[src/rtl/uart_tx_fifo.sv]
// Byte FIFO in front of UART_Tx: queues host bytes and launches them one frame at a time
// through the start_sending/busy/done handshake.
module uart_tx_fifo #(
    parameter int DEPTH  = 16,
    parameter int ADDR_W = 4
) (
    input  logic              clk,
    input  logic              rst,
    input  logic              wr_en,
    input  logic [7:0]        wr_data,
    output logic              full,
    output logic              empty,
    output logic [ADDR_W:0]   count,
    output logic              overflow,
    output logic              tx_start,
    output logic [7:0]        tx_data,
    input  logic              tx_busy,
    input  logic              tx_done
);

    typedef enum logic [1:0] {IDLE, LAUNCH, WAIT, GAP} state_t;

    localparam logic [ADDR_W:0] FULL_COUNT = (ADDR_W + 1)'(DEPTH);

    logic [7:0]        mem [0:DEPTH-1];
    logic [ADDR_W-1:0] wr_ptr;
    logic [ADDR_W-1:0] rd_ptr;
    state_t            state;
    logic              push;
    logic              pop;

    assign full  = (count == FULL_COUNT);
    assign empty = (count == '0);
    assign push  = wr_en && !full;
    assign pop   = (state == IDLE) && !empty && !tx_busy;

    always_ff @(posedge clk) begin
        if (push) begin
            mem[wr_ptr] <= wr_data;
        end
    end

    always_ff @(posedge clk) begin
        if (rst) begin
            wr_ptr   <= '0;
            rd_ptr   <= '0;
            count    <= '0;
            overflow <= 1'b0;
        end else begin
            if (push) begin
                wr_ptr <= wr_ptr + 1'b1;
            end
            if (pop) begin
                rd_ptr <= rd_ptr + 1'b1;
            end
            if (push && !pop) begin
                count <= count + 1'b1;
            end else if (pop && !push) begin
                count <= count - 1'b1;
            end
            if (wr_en && full) begin
                overflow <= 1'b1;
            end
        end
    end

    // GAP gives UART_Tx one cycle to drop busy before IDLE may launch the next byte.
    always_ff @(posedge clk) begin
        if (rst) begin
            state    <= IDLE;
            tx_start <= 1'b0;
            tx_data  <= 8'h00;
        end else begin
            tx_start <= 1'b0;
            case (state)
                IDLE: begin
                    if (pop) begin
                        tx_data  <= mem[rd_ptr];
                        tx_start <= 1'b1;
                        state    <= LAUNCH;
                    end
                end
                LAUNCH: state <= WAIT;
                WAIT: begin
                    if (tx_done) begin
                        state <= GAP;
                    end
                end
                GAP:     state <= IDLE;
                default: state <= IDLE;
            endcase
        end
    end

endmodule
[config.mk]
export PLATFORM = sky130hd
export DESIGN_NAME = uart_tx_fifo
export DESIGN_NICKNAME = d
export VERILOG_FILES = /design/src/rtl/uart_tx_fifo.sv
export SDC_FILE = /design/constraint.sdc
export NUM_CORES = 1
export LEC_CHECK = 0
export CAP_MARGIN = 0
export CORE_ASPECT_RATIO = 1.75
export CORE_MARGIN = 1.5
export CORE_UTILIZATION = 30
export CTS_CLUSTER_SIZE = 12
export DETAILED_ROUTE_END_ITERATION = 6
export PLACE_DENSITY_LB_ADDON = 0.05
export SLEW_MARGIN = 30
export SYNTH_ARGS = -nofsm -noshare
export SYNTH_HDL_FRONTEND = slang
export SYNTH_SLANG_ARGS = --single-unit
[constraint.sdc]
create_clock -name clk -period 3.96 [get_ports clk]
set_input_delay 0.792 -clock clk [delete_from_list [all_inputs] [get_ports clk]]
set_output_delay 0.792 -clock clk [all_outputs]
set_load 0.02 [all_outputs]
## Word-level counts from Yosys, hierarchy flattened

Memory sizes are Yosys's and may differ from the RTL's. A register that Yosys moved wholly into a read port is not among the register bits.
Cells that the tools add are included.

- Input bits: 13
- ROM bits: 0
- Flip-flop bits (word level): 17
- Latch bits: 0
- RAM bits: 128
- Memories: 1

- Reduce and logical (&&, ||, !) cells: 17
- Multiply operators: 0
- Divide/modulo/power cells: 0
- Eq/ne operators: 6
- Bitwise operators: 1
- $add $sub $neg: 4
- Shift operators: 0
- Magnitude comparators: 0
- Muxes and demuxes: 8

Memories:

| name | words | bits a word | read ports | clocked after memory_dff | write ports | line | text |
|---|---|---|---|---|---|---|---|
| mem | 16 | 8 | 1 | 1 | 1 | 25 | `logic [7:0] mem [0:DEPTH-1];` |

Operators by type and width:

| cell | count |
|---|---|
| two-way mux 5 bit | 2 |
| adder 4 x 1 -> 4 bit (second input constant) | 2 |
| one-hot mux 2 bit (4 select lines) | 1 |
| logical AND 1 bit | 6 |
| adder 5 x 1 -> 5 bit (second input constant) | 1 |
| == test 5 bit (second input constant) | 1 |
| logical NOT 1 bit | 5 |
| logical NOT 5 bit | 1 |
| subtractor 5 x 1 -> 5 bit (second input constant) | 1 |
| == test 2 bit (second input constant) | 2 |
| two-way mux 2 bit | 2 |
| != test 2 bit (second input constant) | 2 |
| AND reduction 2 bit | 2 |
| two-way mux 1 bit | 3 |
| == test 2 x 1 -> 1 bit (second input constant) | 1 |
| logical NOT 2 bit | 1 |
| nonzero test 2 bit | 1 |
| OR reduction 2 bit | 1 |
| inverter 1 bit | 1 |

## Longest topological paths before layout

Gate-level depths: netlist of the first run.

- Depth after elaboration: 7
- Gate-level depth with buffers: 14
- Mapped depth without buffers: 13

## Worst setup path after synthesis of the first run

OpenSTA, ideal clock, no wires.

- Kind: input to register
- Start: input tx_busy
- End: register count[4]
- Stages on the path: 11
- Setup slack: 1.036 ns
- Arrival time: 2.803 ns
- Cells stage by stage: nand2b_1 a21oi_1 buf_2 inv_1 ha_1 inv_1 ha_1 a21o_1 a21oi_1 mux2i_1 mux2_2

- Longest elaborated chain between the ends: 5
- Elaborated cells on any way between the ends: 7
- Classes of those cells: mux: 1; reduce/logical: 6

Ends and longest elaborated chain:

| element | line | text |
|---|---|---|
| from (decl) | 17 | `input logic tx_busy,` |
| logical NOT 1 bit * | 35 | `assign pop = (state == IDLE) && !empty && !tx_busy;` |
| logical AND 1 bit * | 35 |  |
| logical NOT 1 bit | 56 | `if (push && !pop) begin` |
| logical AND 1 bit | 56 |  |
| two-way mux 5 bit / nonzero test 2 bit (equally long branches) | - |  |
| to (signal assigned) | 57 | `count <= count + 1'b1;` |
| to (signal assigned) | 59 | `count <= count - 1'b1;` |
| to (decl) | 13 | `output logic [ADDR_W:0] count,` |

Mark *: on every way between the ends. The rest lies on a longest branch, timed or not.
A chain may end at the register's enable or synchronous reset.

## Final worst setup path of the first run

Ends and elaborated chain as after synthesis.

==> results of run 1 <==
[registers in the layout, indices dropped and copies added, names as in the netlist]
name	count
count	5
mem	128
overflow	1
rd_ptr	4
state	2
tx_data	8
tx_start	1
wr_ptr	4
[cells in the mapped netlist (7+ instances only)]
library cell / instances
mux4_1: 10
a311oi_1: 7
edfxtp_1: 128
a211oi_1: 7
buf_2: 7
nor2_1: 44
ha_1: 13
mux2i_1: 40
inv_1: 10
dfxtp_1: 25
xor2_1: 7
a21oi_1: 8
nand2_1: 17
o22ai_1: 15
nor3_1: 7
[per-stage QoR]
stage | std cells | instance area, um^2 | utilization, % | power (uW) | setup slack [ns]
after floorplan | 390 | 6260 | - | 2670 | 1.04
after global placement | 660 | 6840 | 33.6 | 3050 | 0.617
after detailed placement | 660 | 6840 | 33.6 | 3060 | 0.555
after CTS | 692 | 7440 | 36.5 | 4660 | 0.990
after global routing | 692 | 7440 | 36.5 | 4810 | 0.826
final | 692 | 7440 | 36.5 | 4590 | 1.01
[kinds of logic (layout without fill, tap and decap cells)]
logic type | after synthesis | in the layout | synth area share [%]
muxes | 55 | 55 | 12.2
xor gates and xnor gates | 9 | 9 | 1.26
and+or+nand+nor | 84 | 84 | 6.19
AOI/OAI and AO/OA | 44 | 44 | 5.22
buffers and inverters | 31 | 85 | 2.82
DFF | 153 | 153 | 69.4
adders and majority gates | 14 | 14 | 2.92
[cell type report]
cell class              instances  area share [%]
flip-flops and latches        153            58.4
multi-input cells             206            23.4
clock buffers                  24            7.33
repair buffers                 43            5.48
well taps                     248            4.17
clock inverters                 8           0.690
inverters                      10           0.505
[metal layers]
layer	wire, um	GRT usage, %	vias to the layer above
met5	0	0	-
met4	386	6.19	0
met3	469	3.06	19
met2	8310	26.9	72
met1	5540	15.4	1695
li1	-	-	1584
[worst min path at each step]
stage                          startpoint               endpoint  slack (ns)  depth (start not counted)
global placement    overflow$_SDFFE_PP0P_  overflow$_SDFFE_PP0P_        0.47                          2
finish              overflow$_SDFFE_PP0P_  overflow$_SDFFE_PP0P_        0.48                          2
global route        overflow$_SDFFE_PP0P_  overflow$_SDFFE_PP0P_        0.52                          2
CTS                 overflow$_SDFFE_PP0P_  overflow$_SDFFE_PP0P_        0.49                          2
floorplan           state[0]$_SDFFE_PP0P_  state[0]$_SDFFE_PP0P_        0.48                          2
detailed placement  overflow$_SDFFE_PP0P_  overflow$_SDFFE_PP0P_        0.47                          2
[critical path, delay by kind of cell]
family / cells / cell delay, ns
mux: 2 / 0.59
fa+ha+maj: 2 / 0.51
compound gates: 3 / 0.54
buf+inv: 3 / 0.66
simple gates: 1 / 0.16
[power breakdown]
part | switching (uW) | internal (uW) | total [uW]
Clock | 630 | 965 | 1600
Sequential | 89.5 | 1860 | 1950
Combinational | 593 | 455 | 1050
Total | 1310 | 3280 | 4590
[cell usage in the layout (no fill, tap or decap), types with 8 or more instances in the layout]
cell               n
a21oi_1            8
buf_4             13
clkbuf_16         20
clkdlybuf4s50_1   29
dfxtp_1           24
edfxtp_1         128
ha_1              13
inv_1             10
mux2i_1           40
mux4_1            10
nand2_1           17
nor2_1            44
o22ai_1           15
==> metrics.csv, run 1 <==
metric,value,unit
holdBufCountCts,0,
synthArstFlopShare,0,%
h-tree-depth,4,
netlist_instances,390,
post_cts_resized,0,
seq_area_frac_synth,69.4,%
max_freq,0.340,GHz
ys_types,38,
multiInputGateArea,1740,um^2
numCtsBuffers,17,
rsz0062_at_grt,no,
crit_end,count[4]$_SDFFE_PP0P_,
n_fill_cell,1970,
port_buffers,29,
critPathLaunch,tx_busy,
leakage,0.00241,uW
critPathKind,input port to flop,
syn-num-nets,417,
worstPathRequired,4.26,ns
antenna_found_initial,0,
gp_congestion,0.803,
root_buffer,clkbuf_16,
yosys-top-cells-area,"edfxtp_1 61%, dfxtp_1 8.0%, mux2i_1 6.4%",
clock_sinks,153,
overflow,0,
yosys.area.top_type,edfxtp_1,
worst_pin_slew,0.916,ns
relSlewSlack,38.7,%
finalSetupViolCount,0,
grt_pass1_vias,3465,
hold_ws,0.479,ns
ir_worst_vdd,239,uV
timing.critical_path.fanout_max,5,
rows,69,
cpPeakStageDelay,0.41,ns
avgSynthCellArea,16.1,um^2
die_w,112,um
fin_skew,0.00781,ns
rr_worst_depth,10,
drive_gt1_share,13.1,%
fin_nets,458,
hpwl,10300,um
n_antenna_cell,0,
avgViaCountPerCell,4.87,
drcViolationCount,0,
fp.coreArea,20400,um^2
finalCritPeriodShare,74.4,%
synth_top_area_share,61.4,%
regArea,4350,um^2
start_util,30.7,%
synthToLayoutAreaGrowth,18.8,%
ys_warn_count,0,
cp_data_arrival_time,3.25,ns
rr_startpoint,count[0]$_SDFFE_PP0P_,
synth_edf_count,128,
drv_cap,0,
dr.pass1.iters,7,
endpoint_kind,flop,
report.final.slew_viol_count,0,
ff2ff_setup_slack,1.08,ns
die_y,194,um
ys.flop_type,edfxtp_1,
period_needed,2.95,ns
finalHoldViolations,0,
post_drt_wl_per_cell,21.3,um
clkSlewWorstSetupHoldPaths,0.06,ns
crit_chain,"clkdlybuf4s50_1, nand2b_1, a21oi_1, inv_1, ha_1, inv_1, ha_1, a21o_1, a21oi_1, mux2i_1, mux2_2",
dieArea,21800,um^2
vias,3370,
crit_slowest_cell,clkdlybuf4s50_1,
initialDrtViolationCount,122,
synth-seq-cells,153,
cts_buffer_depth,2,
grt_max_degree,33,
cts_tree,yes,
start_kind,input port,
totalWireLength,14700,um
power_density,618,nW/um^2
netlist_area,6260,um^2
tns,0,ns
status,completed,
pin_count,30,
cts_setup_buffers,0,
hold_path_class,flop to flop,
grt_first_pass_wirelength,22200,um
final_antenna_net_count,0,
clock_latency,0.41,ns
grt_usage,14.4,%
reg2reg_to,count[4]$_SDFFE_PP0P_,
Note: power is estimated with default switching activity, not from simulation.
==> run 2, diff against run 1 <==
clock period = 2.9 ns   (was 3.96 ns; I/O delays follow)
==> metrics.csv, run 2 (same netlist as run 1, synthesis figures left out) <==
metric,value,unit,change
status,completed,,
report.final.slew_viol_count,0,,unchanged
grt_pass1_vias,3593,,+3.7%
final_cells,715,,+3.3%
drcViolationCount,0,,unchanged
period_needed,2.68,ns,
placed_area,7020,um^2,+2.6%
fin_skew,0.00960,ns,+0.00179 ns
ir_worst_vdd,368,uV,+54%
worstPathRequired,2.32,ns,-1.94 ns
root_buffer,clkbuf_16,,
h-tree-depth,4,,unchanged
overflow,0,,unchanged
port_buffers,29,,unchanged
grt_usage,15.1,%,+0.76 points
die_y,194,um,unchanged
holdBufCountCts,0,,unchanged
rows,69,,unchanged
preCtsSetupSlack,-0.188,ns,-0.743 ns
totalWireLength,15400,um,+4.7%
finalSetupViolCount,0,,unchanged
fin_nets,483,,+5.5%
fp.coreArea,20400,um^2,unchanged
hold_path_class,flop to flop,,
start_kind,flop,,
wl_met3,412,um,-12%
max_freq,0.373,GHz,
grt_max_degree,27,,-18%
n_antenna_cell,0,,unchanged
final_cell_mix,"128 x edfxtp_1, 44 x nor2_1, 40 x mux2i_1",,
initialDrtViolationCount,239,,+96%
grt_first_pass_wirelength,23000,um,+3.7%
clkSlewWorstSetupHoldPaths,0.06,ns,about the same
largest_register_ffs,128,,unchanged
dp.cells,685,,+3.8%
wl_met1,5920,um,+6.8%
pin_count,30,,unchanged
hpwl,11000,um,+7.3%
routed.top_layer,met4,,
dieArea,21800,um^2,unchanged
worst_pin_slew,0.750,ns,-0.166 ns
rsz0062_at_grt,no,,
synthToLayoutAreaGrowth,20.7,%,
drive_gt1_share,16.3,%,+3.2 points
start_util,30.7,%,unchanged
final_common_cell,edfxtp_1,,
power_density,829,nW/um^2,+34%
die_w,112,um,unchanged
top_register,mem,,
dr.pass1.iters,7,,unchanged
vias,3471,,+3.0%
worst_slack,0.217,ns,-0.798 ns
cts_buffer_depth,2,,unchanged
drv_cap,0,,unchanged
cp_data_arrival_time,2.10,ns,-1.15 ns
relSlewSlack,49.8,%,+11 points
leakage,0.00250,uW,+3.4%
cts_setup_buffers,0,,unchanged
routed-wl-met2,8660,um,+4.3%
endpoint_kind,output port,,
numCtsBuffers,17,,unchanged
clock_sinks,153,,unchanged
top_regs,"mem: 128 flops, tx_data: 8 flops, count: 5 flops",,
finalCritPeriodShare,92.5,%,
avgViaCountPerCell,4.85,,-0.32%
clock_latency,0.43,ns,+0.02 ns
gp_congestion,0.770,,-4.2%
cts_tree,yes,,
finalHoldViolations,0,,unchanged
timing.critical_path.fanout_max,5,,unchanged
antenna_found_initial,0,,unchanged
post_drt_wl_per_cell,21.5,um,+1.3%
fin_area,7560,um^2,+1.6%
critPathKind,flop to output port,,
post_cts_resized,0,,unchanged
final_util,37.1,%,+0.59 points
power.total,6270,uW,+36%
final_antenna_net_count,0,,unchanged
[run 2: cell count changes in the layout (fill, tap and decap cells not counted), sizes merged]
cell      delta
buf         +25
clkbuf       -4
clkinvlp     +2
inv          -3
clkinv       +1
bufinv       +2
[run 2: through the flow]
stage | hold WS (ns) | TNS, ns
global placement | 0.474 | -0.136
detailed placement | 0.479 | -0.188
floorplan | 0.476 | 0
finish | 0.491 | 0
global route | 0.532 | 0
CTS | 0.492 | 0
[run 2: final cells by class]
cell class / instances / area [um^2]
Clock buffer: 20 / 437
Clock inverter: 10 / 105
Fill cell: 1952 / 12800
Inverter: 10 / 37.5
Multi-Input combinational cell: 206 / 1740
Sequential cell: 153 / 4350
Tap cell: 248 / 310
Timing Repair Buffer: 68 / 583
[run 2: final timing paths]
kind / startpoint / endpoint / slack, ns / depth (start not counted)
hold reg to reg: overflow$_SDFFE_PP0P_ / overflow$_SDFFE_PP0P_ / 0.49 / 2
setup reg to reg: count[1]$_SDFFE_PP0P_ / count[4]$_SDFFE_PP0P_ / 0.24 / 10
setup / recovery: count[1]$_SDFFE_PP0P_ / full / 0.22 / 4
hold / removal: overflow$_SDFFE_PP0P_ / overflow$_SDFFE_PP0P_ / 0.49 / 2
[run 2: critical path, cell delays in order (launching register included)]
cell and delay (ns):
dfxtp_1 0.37, nor4_4 0.37, buf_4 0.19, and2_1 0.14, clkdlybuf4s50_1 0.61
[run 2: routing by layer]
metal | GRT usage [%] | vias up
met2 | 28.3 | 60
met1 | 16.0 | 1770
met3 | 3.47 | 21
li1 | - | 1620
met5 | 0 | -
met4 | 6.70 | 0
[run 2: power by group]
part | switching, uW | leakage, uW | internal [uW]
clock network | 814 | 0.000258 | 1240
logic | 825 | 0.000878 | 708
registers | 135 | 0.00136 | 2540
==> run 3, diff against run 2 <==
SKIP_CTS_REPAIR_TIMING = 1   (was unset)
==> results of run 3 <==
No change in the layout: final DEF, timing and power equal those of run 2.
